==> src/rtl/sysid_check_ctrl.sv <==
// Boot-time system-ID checker: reads the ID and timestamp words from the system-ID
// slave over Avalon-MM and compares them against the values this build expects.
module sysid_check_ctrl #(
    parameter logic [31:0] EXPECTED_ID    = 32'd0,
    parameter logic [31:0] EXPECTED_TS    = 32'd1489946846,
    parameter bit          AUTO_START     = 1'b1,
    parameter int          TIMEOUT_CYCLES = 16
) (
    input  logic        clock,
    input  logic        reset_n,
    input  logic        start,
    output logic        m_address,
    output logic        m_read,
    input  logic        m_waitrequest,
    input  logic [31:0] m_readdata,
    output logic        busy,
    output logic        done,
    output logic        pass,
    output logic        id_ok,
    output logic        ts_ok,
    output logic        timeout,
    output logic [31:0] id_word,
    output logic [31:0] ts_word,
    output logic [2:0]  dbg_state
);

    typedef enum logic [2:0] {
        S_IDLE, S_START_PEND, S_RD_ID, S_RD_TS, S_CHECK, S_DONE, S_ERR
    } state_t;

    localparam state_t         RST_STATE = AUTO_START ? S_START_PEND : S_IDLE;
    localparam int             CW        = (TIMEOUT_CYCLES > 0) ? $clog2(TIMEOUT_CYCLES + 1) : 1;
    localparam logic [CW-1:0]  CNT_LAST  = (TIMEOUT_CYCLES > 0) ? CW'(TIMEOUT_CYCLES - 1) : '0;

    state_t        r_state;
    state_t        w_next;
    logic [CW-1:0] r_cnt;
    logic          r_id_ok;
    logic          r_ts_ok;
    logic          r_timeout;
    logic [31:0]   r_id_word;
    logic [31:0]   r_ts_word;
    logic          w_reading;
    logic          w_abort;
    logic          w_enter_rd_id;

    assign w_reading     = (r_state == S_RD_ID) || (r_state == S_RD_TS);
    // The stall that would push the counter to TIMEOUT_CYCLES ends the check instead.
    assign w_abort       = w_reading && m_waitrequest && (TIMEOUT_CYCLES != 0) && (r_cnt == CNT_LAST);
    assign w_enter_rd_id = (w_next == S_RD_ID) && (r_state != S_RD_ID);

    always_ff @(posedge clock or negedge reset_n) begin
        if (!reset_n) begin
            r_state <= RST_STATE;
        end else begin
            r_state <= w_next;
        end
    end

    always_comb begin
        w_next = r_state;
        case (r_state)
            S_IDLE, S_DONE, S_ERR: if (start) w_next = S_RD_ID;
            S_START_PEND:          w_next = S_RD_ID;
            S_RD_ID: begin
                if (w_abort)             w_next = S_ERR;
                else if (!m_waitrequest) w_next = S_RD_TS;
            end
            S_RD_TS: begin
                if (w_abort)             w_next = S_ERR;
                else if (!m_waitrequest) w_next = S_CHECK;
            end
            S_CHECK:               w_next = S_DONE;
            default:               w_next = S_IDLE;
        endcase
    end

    always_ff @(posedge clock or negedge reset_n) begin
        if (!reset_n) begin
            r_cnt     <= '0;
            r_id_ok   <= 1'b0;
            r_ts_ok   <= 1'b0;
            r_timeout <= 1'b0;
            r_id_word <= '0;
            r_ts_word <= '0;
        end else if (w_enter_rd_id) begin
            // Captured words survive a restart; only status is cleared.
            r_cnt     <= '0;
            r_id_ok   <= 1'b0;
            r_ts_ok   <= 1'b0;
            r_timeout <= 1'b0;
        end else begin
            case (r_state)
                S_RD_ID, S_RD_TS: begin
                    if (w_abort) begin
                        r_timeout <= 1'b1;
                        r_id_ok   <= 1'b0;
                        r_ts_ok   <= 1'b0;
                        r_cnt     <= '0;
                    end else if (m_waitrequest) begin
                        r_cnt <= r_cnt + CW'(1);
                    end else begin
                        r_cnt <= '0;
                        if (r_state == S_RD_ID) r_id_word <= m_readdata;
                        else                    r_ts_word <= m_readdata;
                    end
                end
                S_CHECK: begin
                    r_id_ok <= (r_id_word == EXPECTED_ID);
                    r_ts_ok <= (r_ts_word == EXPECTED_TS);
                end
                default: ;
            endcase
        end
    end

    assign m_read    = w_reading;
    assign m_address = (r_state == S_RD_TS);
    assign busy      = w_reading || (r_state == S_CHECK);
    assign done      = (r_state == S_DONE) || (r_state == S_ERR);
    assign pass      = (r_state == S_DONE) && r_id_ok && r_ts_ok;
    assign id_ok     = r_id_ok;
    assign ts_ok     = r_ts_ok;
    assign timeout   = r_timeout;
    assign id_word   = r_id_word;
    assign ts_word   = r_ts_word;
    assign dbg_state = r_state;

endmodule
==> config.mk <==
export PLATFORM = sky130hd
export DESIGN_NAME = sysid_check_ctrl
export DESIGN_NICKNAME = d
export VERILOG_FILES = /design/src/rtl/sysid_check_ctrl.sv
export SDC_FILE = /design/constraint.sdc
export NUM_CORES = 1
export LEC_CHECK = 0
export ABC_AREA = 1
export CORE_MARGIN = 10
export CORE_UTILIZATION = 36
export DETAILED_ROUTE_END_ITERATION = 8
export PLACE_DENSITY = 0.66
export SLEW_MARGIN = 20
export SYNTH_ARGS = -nofsm -noshare
export SYNTH_HDL_FRONTEND = slang
export SYNTH_SLANG_ARGS = --single-unit
==> constraint.sdc <==
create_clock -name clock -period 3.2 [get_ports clock]
set_input_delay 0.32 -clock clock [delete_from_list [all_inputs] [get_ports clock]]
set_output_delay 0.32 -clock clock [all_outputs]
set_load 0.05 [all_outputs]
==> results of run 1 <==
Yosys cell counts (all sizes together):
cell type	instances
nor2	33
a21oi	1
ha	2
nand3b	1
nand3	24
buf	7
nand4	4
dfrtp	74
o21a	1
inv	54
nor3	7
dfstp	1
clkbuf	5
mux2	7
nand2	95
o21ai	59
nor4	4
cell type report:
class / count / area share
timing repair buffer: 111 / 0.234
sequential: 75 / 0.397
clock buffer: 12 / 0.0328
clock inverter: 4 / 0.0153
inverter: 54 / 0.0428
multi-input combinational: 238 / 0.250
tap: 108 / 0.0286
worst max-delay path, delay by kind of cell, from the launching register on:
family                 cells  cell delay [ps]
buffers and inverters      3             1200
DFF                        1              470
and+or+nand+nor            1              110
power by group:
part	internal (uW)	switching, uW	leakage, uW
registers	1370	348	0.000936
clock network	481	337	0.000113
logic	1090	2410	0.00117
per-layer routing:
metal | track usage | up-vias | part of all wire | routed length, um
met1 | 0.165 | 1324 | 0.43 | 3860
met2 | 0.233 | 78 | 0.49 | 4460
met4 | 0.0450 | 0 | 0.0053 | 48
li1 | - | 1425 | - | -
met5 | 0 | - | 0 | 0
met3 | 0.0455 | 4 | 0.072 | 645
final timing paths:
| check | startpoint | endpoint |
|---|---|---|
| setup / recovery | dbg_state[2] | m_read |
| hold / removal | reset_n | id_word[16] |
| setup reg to reg | r_cnt[0] | r_cnt[4] |
| hold reg to reg | r_cnt[4] | r_cnt[4] |
| max in group asynchronous | reset_n | id_word[2] |
| min in group clock | r_cnt[4] | r_cnt[4] |
cells by family after synthesis:
logic type                 after synthesis  share of synthesized area
AOI/OAI and AO/OA                       61                     0.0951
buffers and inverters                   66                     0.0781
and+or+nand+nor                        168                      0.229
muxes                                    7                     0.0238
adders and majority gates                2                    0.00754
DFF                                     75                      0.566
registers in the layout, indices dropped and copies added (netlist names):
register and count:
id_word 32, dbg_state 3, timeout 1, ts_ok 1, ts_word 32, r_cnt 5, id_ok 1
through the flow:
step	cell area, sq um	hold slack (ps)
final	4730	118
after global routing	4730	188
after CTS	4730	155
after detailed placement	4500	496
after global placement	4500	494
after floorplan	3320	24.4
==> results.md, run 1 <==
| Item | Reported |
|---|---|
| CORE AREA | 8850 sq um |
| Die outline area | 13500 sq um |
| Filler cells | 833 |
| Vias post-DR | 2831 |
| Arrival time worst endpoint | 2110 ps |
| Post-Place Setup Slack | 1030 ps |
| Critical path required time | 2880 ps |
| First-pass GRT wire length | 14900 um |
| Transition time at the pin with the least slew margin | 937 ps |
| Ratio of final minimum period to clock period | 0.760 |
| Number of endpoints failing setup at the final stage | 0 |
| Syn Nets | 417 |
| Gpl congestion | 0.845 |
| Warning count from the yosys run | 0 |
| P per Cell Area | 1280 nW/um^2 |
| Number of antenna violations at the first check in global routing | 0 |
| Max-cap violations | 0 |
| Most frequent standard cell in the layout excluding fill and tap cells | clkdlybuf4s50_1 |
| Overall power after layout | 6040 uW |
| Area of the multi-input gates | 1180 sq um |
| Fraction of the core area covered by cells at the end of the flow | 0.535 |
| CTS tree | yes |
| Buffers added on ports | 110 |
| # clock sinks | 75 |
| Hpwl dp | 6920 um |
| Hold-fix buffers, CTS | 0 |
| Number of search-and-repair iterations in the first detailed-routing pass | 4 |
| Largest net degree at the start of global routing | 76 |
| Rel. slew slack | 0.375 |
| Largest fanout of any net on the critical path | 8 |
| Post-CTS setup repair buffer count | 0 |
| Register bit total from synthesis | 75 |
| First-iteration detailed-routing DRC count | 117 |
| Starting density of the core | 0.375 |
| Syn_area_per_cell | 8.75 sq um |
| Slowest cell on crit path | clkdlybuf4s50_1 |
| DRC violation count after routing | 0 |
| Final std cells w/o fill | 602 |
| Routed via count divided by cell count | 4.70 |
| Cell count after synthesis | 379 |
| FMAX | 411 MHz |
| LEAKAGE | 0.00221 uW |
| Number of standard-cell rows in the floorplan | 34 |
| Resized cells post-CTS | 0 |
| Die Span X | 116 um |
| Fraction of layout instances using a drive strength above 1 | 0.0749 |
| Setup slack of the worst register-to-register path | 1140 ps |
| Clk_lat worst skew | 340 ps |
| Antenna viol nets, final | 0 |
| List of cells traversed by the critical path | inv_2, nand2_4, inv_1, clkdlybuf4s50_1 |
| Vias in the first global route | 2961 |
| Peak supply drop | 0.000589 V |
| Area of the mapped netlist | 3320 sq um |
| Max-slew violation count | 0 |
| H-tree levels | 3 |
| Die Span Y | 116 um |
| Unrepaired setup endpoints after global routing | no |
| Final period demand of the worst path | 2430 ps |
| GRT Residual Overflow | 0 |
| Commonest cells after routing, fill and taps aside | clkdlybuf4s50_1, nand2_1, dfrtp_1 |
| FF-to-FF path depth | 13 |
| Final worst setup slack | 768 ps |
| Sequential area share after synthesis | 0.566 |
| Maximum buffer depth of the clock tree | 2 |
| Final net count | 527 |
| Type of the worst setup path | register to output port |
| Number of distinct standard cells referenced by the synthesized netlist | 27 |
| Top cell type's share of synthesized area | 0.558 |
| TritonCTS buffer count | 9 |
| Startpoint type of the worst setup path | register |
| Ranking of synthesized cells by area | dfrtp_1, nand2_1, o21ai_1, inv_1, nor2_1 |
| Endpoint type of the worst setup path | output port |
| Layout Skew | 10.0 ps |
| Area overhead of the layout relative to synthesis | 42.7% |
| Placed Cells incl. Taps | 586 |
| Hold crit path type | input port to async pin |
| Aggregate negative setup slack | 0 ps |
| Final routed wire length divided by cell count | 15.0 um |
| Library cell occupying the most area in the post-synthesis netlist | dfrtp_1 |
| Slowest stage delay, CP | 840 ps |
| Wire length after detailed routing | 9020 um |
| Storage cell area | 1880 sq um |
| Outcome | complete, no violations |
| Total I/O pin count | 111 |
| Total track usage | 0.139 |
| Clock input transition at the sequential cells of the worst setup and hold paths | 80 ps |
| Number of diodes added for antenna fixing | 0 |
| Clk Tree Root Cell | clkbuf_8 |
| Number of endpoints with negative hold slack in the final report | 0 |
No activity file was read; power rests on OpenSTA's default activity.
==> run 2, diff against run 1 <==
clock period = 2.45 ns   (was 3.2 ns; I/O delays follow)
==> run 2 against run 1 <==
Largest cell class unchanged. Final area is 0.21% higher. First-iteration DRC count down 12%. Setup slack lost 640 ps.
==> results.md, run 2 (synthesis results as in run 1) <==
| Item | Reported | Delta |
|---|---|---|
| Outcome | complete, no violations | unchanged |
| Unrepaired setup endpoints after global routing | no | unchanged |
| Clock input transition at the sequential cells of the worst setup and hold paths | 80 ps | about the same |
| DRC violation count after routing | 0 | unchanged |
| # clock sinks | 75 | unchanged |
| Critical path required time | 2200 ps | was 2880 ps |
| Final net count | 529 | was 527 |
| Placed Area | 4540 sq um | was 4500 sq um |
| Endpoint type of the worst setup path | output port | unchanged |
| Peak supply drop | 0.000817 V | was 0.000589 V |
| Antenna viol nets, final | 0 | unchanged |
| Type of the worst setup path | register to output port | unchanged |
| Total track usage | 0.135 | was 0.139 |
| LEAKAGE | 0.00224 uW | was 0.00221 uW |
| Ratio of final minimum period to clock period | 0.948 |  |
| Area overhead of the layout relative to synthesis | 43.0% | was 42.7% |
| Post-CTS setup repair buffer count | 0 | unchanged |
| Maximum buffer depth of the clock tree | 2 | unchanged |
| Startpoint type of the worst setup path | register | unchanged |
| Max-cap violations | 0 | unchanged |
| First-iteration detailed-routing DRC count | 103 | was 117 |
| Hpwl dp | 6960 um | was 6920 um |
| Die Span Y | 116 um | unchanged |
| GRT Residual Overflow | 0 | unchanged |
| Post-Place Setup Slack | 444 ps | was 1030 ps |
| Vias post-DR | 2857 | was 2831 |
| H-tree levels | 3 | unchanged |
| Vias in the first global route | 2828 | was 2961 |
| Starting density of the core | 0.375 | unchanged |
| Number of antenna violations at the first check in global routing | 0 | unchanged |
| Die outline area | 13500 sq um | unchanged |
| Number of diodes added for antenna fixing | 0 | unchanged |
| Transition time at the pin with the least slew margin | 954 ps | was 937 ps |
| Fraction of layout instances using a drive strength above 1 | 0.0786 | was 0.0749 |
| Hold crit path type | input port to async pin | unchanged |
| Number of endpoints with negative hold slack in the final report | 0 | unchanged |
| Most frequent standard cell in the layout excluding fill and tap cells | clkdlybuf4s50_1 | unchanged |
| Final worst setup slack | 128 ps | was 768 ps |
| Number of search-and-repair iterations in the first detailed-routing pass | 4 | unchanged |
| FMAX | 431 MHz |  |
| Max-slew violation count | 0 | unchanged |
| Arrival time worst endpoint | 2080 ps | was 2110 ps |
| Gpl congestion | 0.818 | was 0.845 |
| Commonest cells after routing, fill and taps aside | clkdlybuf4s50_1, nand2_1, dfrtp_1 | unchanged |
| Setup slack of the worst register-to-register path | 420 ps | was 1140 ps |
| Number of standard-cell rows in the floorplan | 34 | unchanged |
| Layout Skew | 8.20 ps | was 10.0 ps |
| Total I/O pin count | 111 | unchanged |
| Buffers added on ports | 110 | unchanged |
| Rel. slew slack | 0.364 | was 0.375 |
| Largest fanout of any net on the critical path | 7 | was 8 |
| Die Span X | 116 um | unchanged |
| Number of endpoints failing setup at the final stage | 0 | unchanged |
| Largest net degree at the start of global routing | 76 | unchanged |
| Aggregate negative setup slack | 0 ps | unchanged |
| Clk Tree Root Cell | clkbuf_8 | unchanged |
| CTS tree | yes | unchanged |
| Final routed wire length divided by cell count | 15.1 um | was 15.0 um |
| Clk_lat worst skew | 340 ps | about the same |
| P per Cell Area | 1640 nW/um^2 | was 1280 nW/um^2 |
| CORE AREA | 8850 sq um | unchanged |
| Routed via count divided by cell count | 4.73 | was 4.70 |
| Layout Cell Area excl Fill | 4740 sq um | was 4730 sq um |
| Final period demand of the worst path | 2320 ps |  |
| Wire length after detailed routing | 9110 um | was 9020 um |
| TritonCTS buffer count | 9 | unchanged |
| First-pass GRT wire length | 14500 um | was 14900 um |
## run 2: cell types whose count changed in the layout (fill, tap and decap cells not counted), moves of 2 or more
cell / previous run / this run
clkdlybuf4s50_1: 109 / 107
buf_12: 0 / 2
dlymetal6s2s_1: 0 / 2
clkbuf_8: 11 / 9
## run 2: per-stage QoR
stage | std cells | total power (uW) | hold slack, ps | util
2_1_floorplan | 379 | 5280 | -50.6 | -
3_3_place_gp | 588 | 6870 | 447 | 0.514
3_5_place_dp | 588 | 6930 | 451 | 0.514
4_1_cts | 604 | 7880 | 74.4 | 0.535
5_1_grt | 604 | 8250 | 104 | 0.536
6_report | 604 | 7790 | 23.6 | 0.536
## run 2: worst paths after layout
path                           startpoint     endpoint  cells after the start
setup / recovery             dbg_state[1]    m_address                      3
hold / removal                    reset_n  id_word[21]                      1
setup reg to reg                 r_cnt[0]     r_cnt[3]                     13
hold reg to reg                   timeout      timeout                      2
max in group asynchronous         reset_n   id_word[0]                      1
min in group clock         m_readdata[28]  ts_word[28]                      3
## run 2: critical path: stages, from the launching register on
cell             delay, ps
dfrtp_1                530
nand2_2                160
nor2_2                 200
clkdlybuf4s50_1        850
## run 2: power by group
| group | internal [uW] | switching [uW] |
|---|---|---|
| clock network | 473 | 462 |
| logic | 1470 | 3170 |
| registers | 1790 | 437 |
## run 2: what timing repair did
action	CTS	global route
endpoints found under the hold margin	0	0
hold buffers	0	0
endpoints found under the setup margin	0	2
gates resized for setup	0	2
## run 2: area by class of cell
class	count	area (sq um)
clock buffer	10	128
clock inverter	6	65.1
fill	855	4110
inverter	54	203
multi-input combinational	238	1180
sequential	75	1880
tap	108	135
timing repair buffer	113	1150
## run 2: layer usage
layer	wire length [um]	share of wire	track usage
met3	732	0.080	0.0568
met2	4490	0.49	0.228
met5	0	0	0
met4	70	0.0077	0.0325
met1	3820	0.42	0.156
